## src/rtl/mul_pkg.sv

```systemverilog
// Shared definitions for the sequential shift-and-add multiplier.
// Holds the FSM state encoding and the bit-counter width helper.
// No logic of its own; imported by the multiplier top.
package mul_pkg;

  typedef enum logic [1:0] {
    IDLE = 2'd0,
    CALC = 2'd1,
    DONE = 2'd2
  } state_t;

  // Counter must reach WIDTH-1; never narrower than one bit.
  function automatic int cnt_width(input int width);
    return (width <= 2) ? 1 : $clog2(width);
  endfunction

endpackage

```

## src/rtl/seq_array_multiplier.sv

```systemverilog
// Sequential shift-and-add multiplier, unsigned or two's-complement per operation.
// Latency: out_valid rises WIDTH cycles after the accepting edge; one product per WIDTH+2 cycles.
// Backpressure: holds p and out_valid in DONE until out_ready; in_ready low outside IDLE.
module seq_array_multiplier
  import mul_pkg::*;
#(
  parameter int WIDTH = 8
) (
  input  logic               clk,
  input  logic               rst_n,
  input  logic               in_valid,
  output logic               in_ready,
  input  logic [WIDTH-1:0]   a,
  input  logic [WIDTH-1:0]   b,
  input  logic               is_signed,
  output logic               out_valid,
  input  logic               out_ready,
  output logic [2*WIDTH-1:0] p
);

  localparam int CW = cnt_width(WIDTH);
  localparam int PW = 2 * WIDTH;

  state_t           state;
  state_t           state_nxt;
  logic [WIDTH-1:0] mcand;
  logic [WIDTH-1:0] mplier;
  logic [CW-1:0]    count;
  logic             neg;
  logic [PW-1:0]    acc;

  logic             accept;
  logic             last;
  logic [WIDTH-1:0] a_mag;
  logic [WIDTH-1:0] b_mag;
  logic [PW-1:0]    addend;
  logic [PW-1:0]    acc_sum;
  logic [PW-1:0]    prod;

  assign in_ready  = (state == IDLE) && rst_n;
  assign out_valid = (state == DONE);
  assign accept    = in_valid && in_ready;
  assign last      = (count == CW'(WIDTH - 1));

  // Operand magnitudes; the most negative value maps to 2^(WIDTH-1), which still fits unsigned.
  always_comb begin
    a_mag = a;
    b_mag = b;
    if (is_signed && a[WIDTH-1]) a_mag = ~a + WIDTH'(1);
    if (is_signed && b[WIDTH-1]) b_mag = ~b + WIDTH'(1);
  end

  // Partial product for this multiplier bit, running sum and sign-corrected final result.
  always_comb begin
    addend  = '0;
    if (mplier[0]) addend = {{WIDTH{1'b0}}, mcand} << count;
    acc_sum = acc + addend;
    prod    = neg ? (~acc_sum + PW'(1)) : acc_sum;
  end

  // FSM state register.
  always_ff @(posedge clk) begin
    if (!rst_n) state <= IDLE;
    else        state <= state_nxt;
  end

  // Next-state logic: accept in IDLE, WIDTH cycles of CALC, wait for consumer in DONE.
  always_comb begin
    state_nxt = state;
    unique case (state)
      IDLE:    if (accept)    state_nxt = CALC;
      CALC:    if (last)      state_nxt = DONE;
      DONE:    if (out_ready) state_nxt = IDLE;
      default:                state_nxt = IDLE;
    endcase
  end

  // Datapath: latch operands on accept, one shift-add per CALC cycle, load p on the last one.
  always_ff @(posedge clk) begin
    if (!rst_n) begin
      mcand  <= '0;
      mplier <= '0;
      count  <= '0;
      neg    <= 1'b0;
      acc    <= '0;
      p      <= '0;
    end else begin
      unique case (state)
        IDLE: begin
          if (accept) begin
            mcand  <= a_mag;
            mplier <= b_mag;
            neg    <= is_signed && (a[WIDTH-1] ^ b[WIDTH-1]);
            acc    <= '0;
            count  <= '0;
          end
        end
        CALC: begin
          acc    <= acc_sum;
          mplier <= mplier >> 1;
          count  <= count + CW'(1);
          if (last) p <= prod;
        end
        default: begin
        end
      endcase
    end
  end

endmodule

```

## config.mk

```make
export PLATFORM = sky130hd
export DESIGN_NAME = seq_array_multiplier
export DESIGN_NICKNAME = d
export VERILOG_FILES = /design/src/rtl/mul_pkg.sv /design/src/rtl/seq_array_multiplier.sv
export SDC_FILE = /design/constraint.sdc
export NUM_CORES = 1
export LEC_CHECK = 0
export ABC_CLOCK_PERIOD_IN_PS = 11420
export BUFFER_PORTS_ARGS = -buffer_cell sky130_fd_sc_hd__buf_2
export CAP_MARGIN = 15
export CORE_UTILIZATION = 50
export CTS_CLUSTER_SIZE = 40
export DETAILED_ROUTE_END_ITERATION = 8
export GPL_ROUTABILITY_DRIVEN = 0
export PLACE_DENSITY = 0.74
export SETUP_SLACK_MARGIN = 0.15
export SLEW_MARGIN = 20
export SYNTH_ARGS = -nofsm -noshare
export SYNTH_HDL_FRONTEND = slang
export SYNTH_SLANG_ARGS = --single-unit
```

## constraint.sdc

```tcl
create_clock -name clk -period 11.42 [get_ports clk]
set_input_delay 0.571 -clock clk [delete_from_list [all_inputs] [get_ports clk]]
set_output_delay 0.571 -clock clk [all_outputs]
set_load 0.01 [all_outputs]
```

==> out/metrics.csv, run 1 <==
stage,metric,value,unit
outcome,status,"finished, final reports clean",
pwr,P_sw,0.000100,W
die,Initial Utilization,51.8,%
clock_network,hold buffer count at CTS,0,
sta,hold slack,0.457,ns
synthesis,register bit total from synthesis,54,
sta,minimum clock period,4.13,ns
global_route,GR peak layer,met2,
setup_path,Critical Path RT,11.58,ns
global_route,met1 Use GR,28.4,%
route,Routed WL,8740,µm
die,total die area,7870,µm²
global_route,vias in the first global route,3037,
final_layout,"Area growth, synth to finish",7.66,%
sta,f_max,242,MHz
final_layout,multi-input logic area,2480,µm²
sta,period utilization,36.2,%
setup_path,"setup slack, reg-to-reg",7.29,ns
pwr,combinational share of power,12.6,%
die,Die H,88.7,µm
clock_network,H-tree level count,2,
clock_network,postcts setup bufs,0,
synthesis,post-synthesis adder-cell area fraction,7.19,%
synthesis,post-synthesis compound-gate area fraction,24.9,%
final_layout,layout cells sized above 1,12.5,%
sta,actual slew at the worst max-slew pin,0.908,ns
sta,Clock Skews,0.0178,ns
setup_path,CP max-delay cell,dfxtp_1,
global_route,met3 Use GR,3.64,%
synthesis,synth top area cells,"dfxtp_1, a21oi_1, ha_1, nor2_1, xnor2_1",
die,total core area,7250,µm²
setup_path,top fanout value on the critical path,15,
global_route,largest net degree at the start of global routing,48,
sta,RSZ-0062 raised after global routing,no,
route,initial DRC count,288,
synthesis,Simple-Gate Fraction of Synth Area,22.1,%
synthesis,synthesized area,3760,µm²
route,DR vias,3517,
setup_path,CP Capture Type,register,
setup_path,"Largest stage delay, worst path",0.68,ns
global_route,initial antenna violation count,0,
place,port bufs,38,
die,io pins,39,
sta,Final Max Slew Viols,0,
synthesis,largest family of logic cells by synthesized area,compound AO/OA/AOI/OAI gates,
sta,max_slew headroom,39.3,%
final_layout,Layout fillers,706,
pwr,Leakage,1.62,nW
clock_network,CTS tree,yes,
clock_network,Clock Latency Late Sink,0.32,ns
die,die width,88.7,µm
synthesis,Synth async-reset ratio,0,%
place,setup slack after placement,7.35,ns
final_layout,Inserted Diodes,0,
job,# Max-Cap Violations,0,
route,vias per cell,5.82,
global_route,first-pass GRT wire length,14000,µm
pwr,Clk pwr share,32.4,%
synthesis,top cell type's share of synthesized area,28.8,%
clock_network,Root Driver,clkbuf_8,
place,HPWL after detailed placement,6580,µm
hold_path,worst min path class,reg -> reg,
pwr,Peak VDD IR,0.0521,mV
clock_network,Post-CTS Resized,0,
pwr,Pint,0.000259,W
synthesis,library cells used by synthesis,61,
route,1st-pass router iterations,5,
global_route,All-Layer GR Usage,22.9,%
setup_path,Worst EP arrival,4.29,ns
final_layout,Register Area,1080,µm²
pwr,sw frac,27.9,%
synthesis,prevailing post-synth register cell,dfxtp_1,
global_route,grt ovf,0,
synthesis,sequential fraction of the synthesis area,28.8,%
synthesis,Post-Syn Nets,527,
synthesis,most common cell in the netlist,nor2_1,
sta,final setup fails,0,
sta,setup TNS,0,ns
route,WL/cell,14.5,µm
global_route,M2 GR Usage,41.7,%
synthesis,Avg Inst Size Synth,7.75,µm²
setup_path,CP Class,reg -> reg,
synthesis,post-synthesis cell count,485,
clock_network,Num CTS Buffers,5,
clock_network,Max clock buf depth,2,
synthesis,Post-synth EDFFs,0,
pwr,Sequential Power Share,55.0,%
route,Routed Antenna Nets,0,
synthesis,Commonest cells post-synth,"nor2_1, dfxtp_1, a21oi_1, nand2_1, nand3_1",
synthesis,Synth Area in XOR/XNOR,8.16,%
clock_network,clock sinks,54,
die,num rows,31,
synthesis,multiplexer share of the synthesized area,3.60,%
pwr,pwr/cell area,88.8,nW/µm²
final_layout,nets,546,
clock_network,"Clk pin slew, worst setup/hold paths",0.11,ns
setup_path,CP Cell Sequence,mux2i_1 -> nor2_1 -> a31oi_1 -> nand2_1 -> o211a_1 -> ha_1 -> a2111oi_0 -> o21ai_1 -> a311oi_2 -> xor2_1 -> o2111ai_2 -> o41ai_2 -> xnor2_1 -> a21oi_1,
route,drt drc,0,
synthesis,leading area contributor after synthesis,dfxtp_1,
synthesis,synth warn,0,
sta,setup slack after layout,7.29,ns
setup_path,crit path launch type,register,
sta,final hold vios,0,
-- cell usage in the layout (no fill, tap or decap), drive strengths merged, types with 5 or more instances in the layout --
cell	Yosys	routed
nor3	8	8
clkbuf	23	6
o31ai	6	6
o21bai	5	5
xor2	14	14
dfxtp	54	54
mux2i	9	9
ha	20	20
nand3	28	28
a221oi	7	7
nor2b	5	5
nor2	57	57
nand2	48	48
a31oi	6	6
xnor2	21	21
buf	4	40
a211oi	16	16
inv	16	17
o21ai	22	22
a21oi	50	50
a21o	5	5
-- per-layer routing --
layer | part of all wire, % | wire length [µm]
met2 | 49 | 4240
met3 | 6.2 | 543
met5 | 0 | 0
met1 | 44 | 3870
met4 | 0.95 | 83
-- power groups by stage --
stage               combinational, W  clock [W]  sequential, W
floorplan                  0.0000351          0       0.000199
global placement           0.0000443          0       0.000202
detailed placement         0.0000451          0       0.000202
CTS                        0.0000453   0.000120       0.000198
global route               0.0000507   0.000128       0.000199
finish                     0.0000452   0.000116       0.000198
-- worst paths after layout --
check        depth (start not counted)    end  startpoint
max                                 14  p[15]    count[1]
min                                  2   p[7]        p[7]
max reg2reg                         14  p[15]    count[1]
min reg2reg                          2   p[7]        p[7]
-- state kept, by name, indices dropped and copies added, names as in the netlist --
register,count
p,16
neg,1
mcand,8
mplier,8
acc,16
count,3
state,2
-- critical path, delay by kind of cell (launching register included) --
kind	cells	cell delay [ns]
fa+ha+maj	1	0.37
compound gates	8	2.03
mux	1	0.29
flops	1	0.68
xor+xnor	2	0.46
simple gates	2	0.14
-- cell families after synthesis --
kind of cell    after synthesis
simple gates                177
fa+ha+maj                    21
buf+inv                      44
mux                          13
compound gates              141
flops                        54
xor+xnor                     35
-- area by class of cell --
cell class                 instances  area share [%]
clock buffer                       6            2.04
multi-input combinational        387            61.2
clock inverter                     2           0.402
timing repair buffer              40            5.07
inverter                          16            1.48
tap                               99            3.06
sequential                        54            26.7
-- metrics by stage --
step                      area, µm²  util, %  power, W  cells
final                          4050     55.8  0.000359    604
after global routing           4050     55.8  0.000377    604
after CTS                      4050     55.8  0.000363    604
after detailed placement       3950     54.4  0.000247    596
after global placement         3950     54.4  0.000246    596
after floorplan                3760        -  0.000234    485
(Power assumes the default switching activity.)
==> run 2, diff against run 1 <==
- ABC_CLOCK_PERIOD_IN_PS: 11420 -> 3620
- PLACE_DENSITY: 0.74 -> 0.77
- clock period: 11.42 -> 3.62 ns (I/O delays scaled with it)
==> run 2 against run 1 <==
  * Core utilization increased by 6.8 points
  * Fmax increased by 16%
  * Worst setup slack got worse by 7.2 ns
  * Total power increased to 3.4 times the previous value
  * Clock power increased to 3.6 times the previous value
  * First-iteration DRC count increased by 29%
  * Die area unchanged
  * Combinational power increased to 4.0 times the previous value
  * Largest power group unchanged
  * Routed wire length increased by 17%
  * Critical path type unchanged
  * Critical endpoint unchanged
  * Cell area increased by 12%
  * Sequential power increased to 3.1 times the previous value
==> out/metrics.csv, run 2 (synthesized netlist as in run 1, its figures left out) <==
stage,metric,value,unit,change
setup_path,"Largest stage delay, worst path",0.47,ns,-0.21 ns
sta,period utilization,98.5,%,+62 points
setup_path,Critical Path RT,3.80,ns,-7.78 ns
place,placed cell area,4080,µm²,+3.5%
sta,Clock Skews,0.00790,ns,-0.00994 ns
final_layout,"commonest non-fill, non-tap cell in the layout",nor2_1,,
setup_path,CP Buf/Inv Count,1,,+1
die,total die area,7870,µm²,unchanged
setup_path,Worst EP arrival,3.75,ns,-0.54 ns
clock_network,hold buffer count at CTS,0,,unchanged
setup_path,"Largest delay share family, worst path",compound AO/OA/AOI/OAI gates,,
clock_network,Num CTS Buffers,5,,unchanged
sta,RSZ-0062 raised after global routing,yes,,
route,vias per cell,6.02,,+3.4%
sta,actual slew at the worst max-slew pin,0.920,ns,+0.0117 ns
clock_network,"Clk pin slew, worst setup/hold paths",0.10,ns,about the same
clock_network,CTS tree,yes,,
sta,final hold vios,0,,unchanged
die,Die H,88.7,µm,unchanged
pwr,pwr/cell area,269,nW/µm²,+200%
global_route,grt ovf,0,,unchanged
place,port bufs,38,,unchanged
sta,minimum clock period,3.56,ns,-0.566 ns
setup_path,CP Capture Type,register,,
outcome,status,"finished, final reports clean",,
pwr,Power Total,0.00122,W,+240%
route,Routed WL,10200,µm,+17%
setup_path,CP Class,reg -> reg,,
route,1st-pass router iterations,5,,unchanged
place,HPWL after detailed placement,6830,µm,+3.8%
sta,final setup fails,0,,unchanged
clock_network,H-tree level count,2,,unchanged
route,WL/cell,16.1,µm,+12%
job,# Max-Cap Violations,0,,unchanged
clock_network,Root Driver,clkbuf_8,,
pwr,Leakage,1.80,nW,+11%
route,DR vias,3811,,+8.4%
final_layout,Layout fillers,608,,-14%
setup_path,RR Startpoint,count[1],,
route,drt drc,0,,unchanged
final_layout,layout cells sized above 1,23.8,%,+11 points
global_route,initial antenna violation count,0,,unchanged
setup_path,top fanout value on the critical path,6,,-9
final_layout,Largest regs,"acc: 16 flops, p: 16 flops",,
die,total core area,7250,µm²,unchanged
setup_path,Critical Path Source,count[1],,
route,Routed Antenna Nets,0,,unchanged
setup_path,CP max-delay cell,or4_4,,
global_route,largest net degree at the start of global routing,28,,-42%
setup_path,crit path launch type,register,,
final_layout,"commonest non-fill, non-tap cells in the layout","nor2_1, dfxtp_1, a21oi_1, nand2_1, buf_2",,
hold_path,hold_sp,in_valid,,
hold_path,worst min path class,in -> reg,,
global_route,first-pass GRT wire length,14500,µm,+3.9%
die,io pins,39,,unchanged
route,initial DRC count,371,,+29%
clock_network,Clock Latency Late Sink,0.32,ns,about the same
sta,hold slack,0.132,ns,-0.324 ns
clock_network,clock sinks,54,,unchanged
setup_path,CP Cell Sequence,buf_4 -> mux2i_2 -> mux2_2 -> nor2_1 -> o21a_1 -> ha_1 -> and3_4 -> a221o_1 -> or4_4 -> nand3_4 -> o2111ai_4 -> o41ai_2 -> xnor2_1 -> a21oi_1,,
global_route,vias in the first global route,3198,,+5.3%
final_layout,"Area growth, synth to finish",20.9,%,
final_layout,nets,575,,+5.3%
sta,Final Max Slew Viols,0,,unchanged
clock_network,Max clock buf depth,2,,unchanged
final_layout,Final Cell Area,4540,µm²,+12%
sta,f_max,281,MHz,+16%
final_layout,final core occ,62.6,%,+6.8 points
sta,max_slew headroom,38.5,%,-0.78 points
die,die width,88.7,µm,unchanged
die,Initial Utilization,51.8,%,unchanged
pwr,Peak VDD IR,0.147,mV,+180%
die,num rows,31,,unchanged
final_layout,Inserted Diodes,0,,unchanged
global_route,All-Layer GR Usage,23.6,%,+0.70 points
==> run 2: changes by cell type in the layout (fill, tap and decap cells not counted), moves of 3 or more <==
cell     delta
ha_1        -6
buf_4      +26
o21ai_0     -6
buf_6       +3
mux2i_1     -3
o21ai_2     +4
ha_2        +4
==> run 2: power by group <==
part / switching, W / internal [W] / total [W]
Clock: 0.000212 / 0.000206 / 0.000418
Sequential: 0.0000170 / 0.000606 / 0.000623
Combinational: 0.000106 / 0.0000738 / 0.000179
==> run 2: worst register-to-register path, cell delays in order, from the launching register on <==
cell,delay [ns]
dfxtp_4,0.41
buf_4,0.14
mux2i_2,0.23
mux2_2,0.21
nor2_1,0.04
o21a_1,0.19
ha_1,0.29
and3_4,0.20
a221o_1,0.42
or4_4,0.47
nand3_4,0.11
o2111ai_4,0.14
o41ai_2,0.34
xnor2_1,0.17
a21oi_1,0.08
==> run 2: repair_timing <==
item / 4_1_cts / 5_1_grt
resized for setup: 10 / 48
pin swaps: 0 / 15
setup endpoints to repair: 8 / 9
setup buffers: 1 / 10
==> run 2: stage by stage <==
stage,instances,setup TNS [ns],worst slack (ns)
floorplan,485,0,0.141
global placement,614,0,0.0525
detailed placement,614,-0.0185,-0.0185
CTS,623,0,0.0801
global route,633,-0.400,-0.129
finish,633,0,0.0553
==> run 2: worst paths after layout <==
check / end / slack (ns) / depth (start not counted)
setup / recovery: p[15] / 0.06 / 14
hold / removal: state[0] / 0.13 / 3
setup reg to reg: p[15] / 0.06 / 14
hold reg to reg: p[7] / 0.45 / 2
==> run 2: cell type report <==
class                           count  area (µm²)  share of cell area [%]
Multi-Input combinational cell    387        2720                    59.9
Clock inverter                      3        45.0                   0.991
Sequential cell                    54        1090                    24.0
Clock buffer                        5        68.8                    1.51
Tap cell                           99         124                    2.73
Inverter                           16        60.1                    1.32
Timing Repair Buffer               69         434                    9.56
==> run 2: routing by layer <==
| layer | track usage [%] | up-vias | share of wire [%] |
|---|---|---|---|
| li1 | - | 1839 | - |
| met1 | 30.1 | 1778 | 42 |
| met5 | 0 | - | 0 |
| met3 | 3.54 | 37 | 5.2 |
| met4 | 6.74 | 0 | 3.3 |
| met2 | 41.3 | 157 | 49 |
==> run 3, diff against run 2 <==
- CORE_UTILIZATION: 50 -> 30
- CTS_BUF_LIST: unset -> sky130_fd_sc_hd__clkbuf_4
- PLACE_DENSITY: 0.77 -> 0.53
==> run 3 against run 2 <==
  * Critical path type unchanged
  * Fmax up 3.7%
  * Core utilization down 25 points
  * Routed wire length down 2.6%
  * Largest power group unchanged
  * Combinational power is 6% lower
  * Clock power shrank 42%
  * Via count is 5.4% lower
==> out/metrics.csv, run 3 (synthesized netlist as in run 1, its figures left out) <==
stage,metric,value,unit,change
outcome,status,"finished, final reports clean",,
die,Die H,114,µm,+28%
global_route,grt ovf,0,,unchanged
final_layout,final core occ,38.0,%,-25 points
clock_network,Clock Latency Late Sink,0.37,ns,+0.05 ns
setup_path,Critical Path RT,3.85,ns,+0.05 ns
global_route,All-Layer GR Usage,15.3,%,-8.4 points
sta,Final Max Slew Viols,0,,unchanged
route,DR vias,3607,,-5.4%
final_layout,Inserted Diodes,0,,unchanged
clock_network,H-tree level count,2,,unchanged
final_layout,Largest regs,"acc: 16 flops, p: 16 flops",,
die,num rows,40,,+29%
setup_path,CP max-delay cell,or4_4,,
global_route,largest net degree at the start of global routing,38,,+36%
sta,Clock Skews,0.00709,ns,-0.000809 ns
route,1st-pass router iterations,4,,-1
final_layout,multi-input logic area,2760,µm²,+1.3%
pwr,Power Total,0.00104,W,-15%
hold_path,worst min path class,in -> reg,,
setup_path,Worst EP arrival,3.66,ns,-0.09 ns
global_route,first-pass GRT wire length,16000,µm,+9.8%
final_layout,"commonest non-fill, non-tap cells in the layout","nor2_1, dfxtp_1, a21oi_1, nand2_1, buf_2",,
route,vias per cell,5.14,,-15%
route,initial DRC count,191,,-49%
final_layout,layout cells sized above 1,24.9,%,+1.1 points
route,WL/cell,14.2,µm,-12%
final_layout,"Area growth, synth to finish",22.3,%,
place,port bufs,38,,unchanged
die,Initial Utilization,31.0,%,-21 points
clock_network,hold buffer count at CTS,0,,unchanged
route,drt drc,0,,unchanged
pwr,Leakage,1.79,nW,-0.64%
pwr,pwr/cell area,225,nW/µm²,-16%
setup_path,"Largest stage delay, worst path",0.60,ns,+0.13 ns
final_layout,Register Area,1090,µm²,+0.12%
setup_path,crit path launch type,register,,
global_route,vias in the first global route,3289,,+2.8%
sta,setup TNS,0,ns,unchanged
setup_path,top fanout value on the critical path,9,,+3
clock_network,clock sinks,54,,unchanged
route,Routed WL,9950,µm,-2.6%
sta,max_slew headroom,33.9,%,-4.7 points
clock_network,Num CTS Buffers,5,,unchanged
clock_network,Max clock buf depth,2,,unchanged
clock_network,CTS tree,yes,,
sta,period utilization,94.9,%,-3.6 points
sta,f_max,291,MHz,+3.7%
sta,minimum clock period,3.44,ns,-0.129 ns
sta,actual slew at the worst max-slew pin,0.990,ns,+0.0699 ns
die,total die area,13000,µm²,+65%
die,io pins,39,,unchanged
clock_network,Root Driver,clkbuf_4,,
sta,final hold vios,0,,unchanged
setup_path,CP Cell Sequence,buf_4 -> nor4b_4 -> ha_2 -> fa_1 -> a211oi_2 -> o21ai_1 -> a21oi_1 -> xnor2_1 -> or4_4 -> o41ai_2 -> xnor2_1 -> a21oi_1,,
setup_path,CP Capture Type,register,,
place,HPWL after detailed placement,7300,µm,+6.9%
final_layout,nets,577,,+0.35%
setup_path,CP Class,reg -> reg,,
job,# Max-Cap Violations,0,,unchanged
sta,hold slack,0.0587,ns,-0.0736 ns
global_route,initial antenna violation count,0,,unchanged
sta,final setup fails,0,,unchanged
die,die width,114,µm,+28%
route,Routed Antenna Nets,0,,unchanged
setup_path,"Largest delay share family, worst path",compound AO/OA/AOI/OAI gates,,
pwr,Peak VDD IR,0.140,mV,-5.1%
setup_path,CP Buf/Inv Count,1,,unchanged
die,total core area,12100,µm²,+67%
final_layout,Layout fillers,1278,,+110%
final_layout,"commonest non-fill, non-tap cell in the layout",nor2_1,,
sta,RSZ-0062 raised after global routing,yes,,
clock_network,"Clk pin slew, worst setup/hold paths",0.14,ns,+0.04 ns
==> run 3: cell count changes in the layout (fill, tap and decap cells not counted), moves of 3 or more <==
cell and delta:
buf_6 -3, clkbuf_8 -5, clkbuf_4 +5, buf_4 +5
a211oi_2 +3
==> run 3: cell type report <==
| type | count | share of cell area (%) |
|---|---|---|
| Timing Repair Buffer | 71 | 9.53 |
| Tap cell | 168 | 4.57 |
| Clock inverter | 1 | 0.0817 |
| Sequential cell | 54 | 23.7 |
| Clock buffer | 5 | 0.817 |
| Inverter | 16 | 1.31 |
| Multi-Input combinational cell | 387 | 60.0 |
==> run 3: through the flow <==
stage	cell area, µm²	worst slack, ns	cells
after global routing	4600	0.0181	702
after global placement	4190	0.0812	685
final	4600	0.184	702
after CTS	4370	0.115	698
after floorplan	3780	0.141	485
after detailed placement	4190	-0.0164	685
==> run 3: repair_timing <==
action	CTS	global route
gates resized for setup	17	44
pin swaps	6	17
setup buffers	7	4
setup endpoints to repair	7	9
hold endpoints to repair	0	0
==> run 3: worst register-to-register path, delay by kind of cell, from the launching register on <==
family	cells	cell delay (ns)
simple gates	2	0.66
compound gates	5	1.04
flops	1	0.43
fa+ha+maj	2	0.66
buf+inv	1	0.19
xor+xnor	2	0.32
==> run 3: worst paths after layout <==
check | startpoint | endpoint | slack [ns] | cells after the start
worst min-delay path | out_ready | state[1] | 0.06 | 3
worst max register to register | count[1] | p[12] | 0.18 | 12
worst max-delay path | count[1] | p[12] | 0.18 | 12
worst min register to register | p[7] | p[7] | 0.46 | 2
==> run 3: per-layer routing <==
| metal | global-route usage [%] | routed length (µm) | part of all wire [%] | vias to the layer above |
|---|---|---|---|---|
| li1 | - | - | - | 1845 |
| met1 | 20.8 | 4820 | 48 | 1679 |
| met2 | 25.5 | 4590 | 46 | 78 |
| met3 | 2.23 | 470 | 4.7 | 5 |
| met4 | 3.20 | 64 | 0.64 | 0 |
| met5 | 0 | 0 | 0 | - |
==> run 3: power by group <==
group | internal [W] | leakage [nW] | total [W] | switching (W)
Clock | 0.0000670 | 0.0246 | 0.000244 | 0.000177
Combinational | 0.0000668 | 1.33 | 0.000168 | 0.000101
Sequential | 0.000607 | 0.439 | 0.000624 | 0.0000172
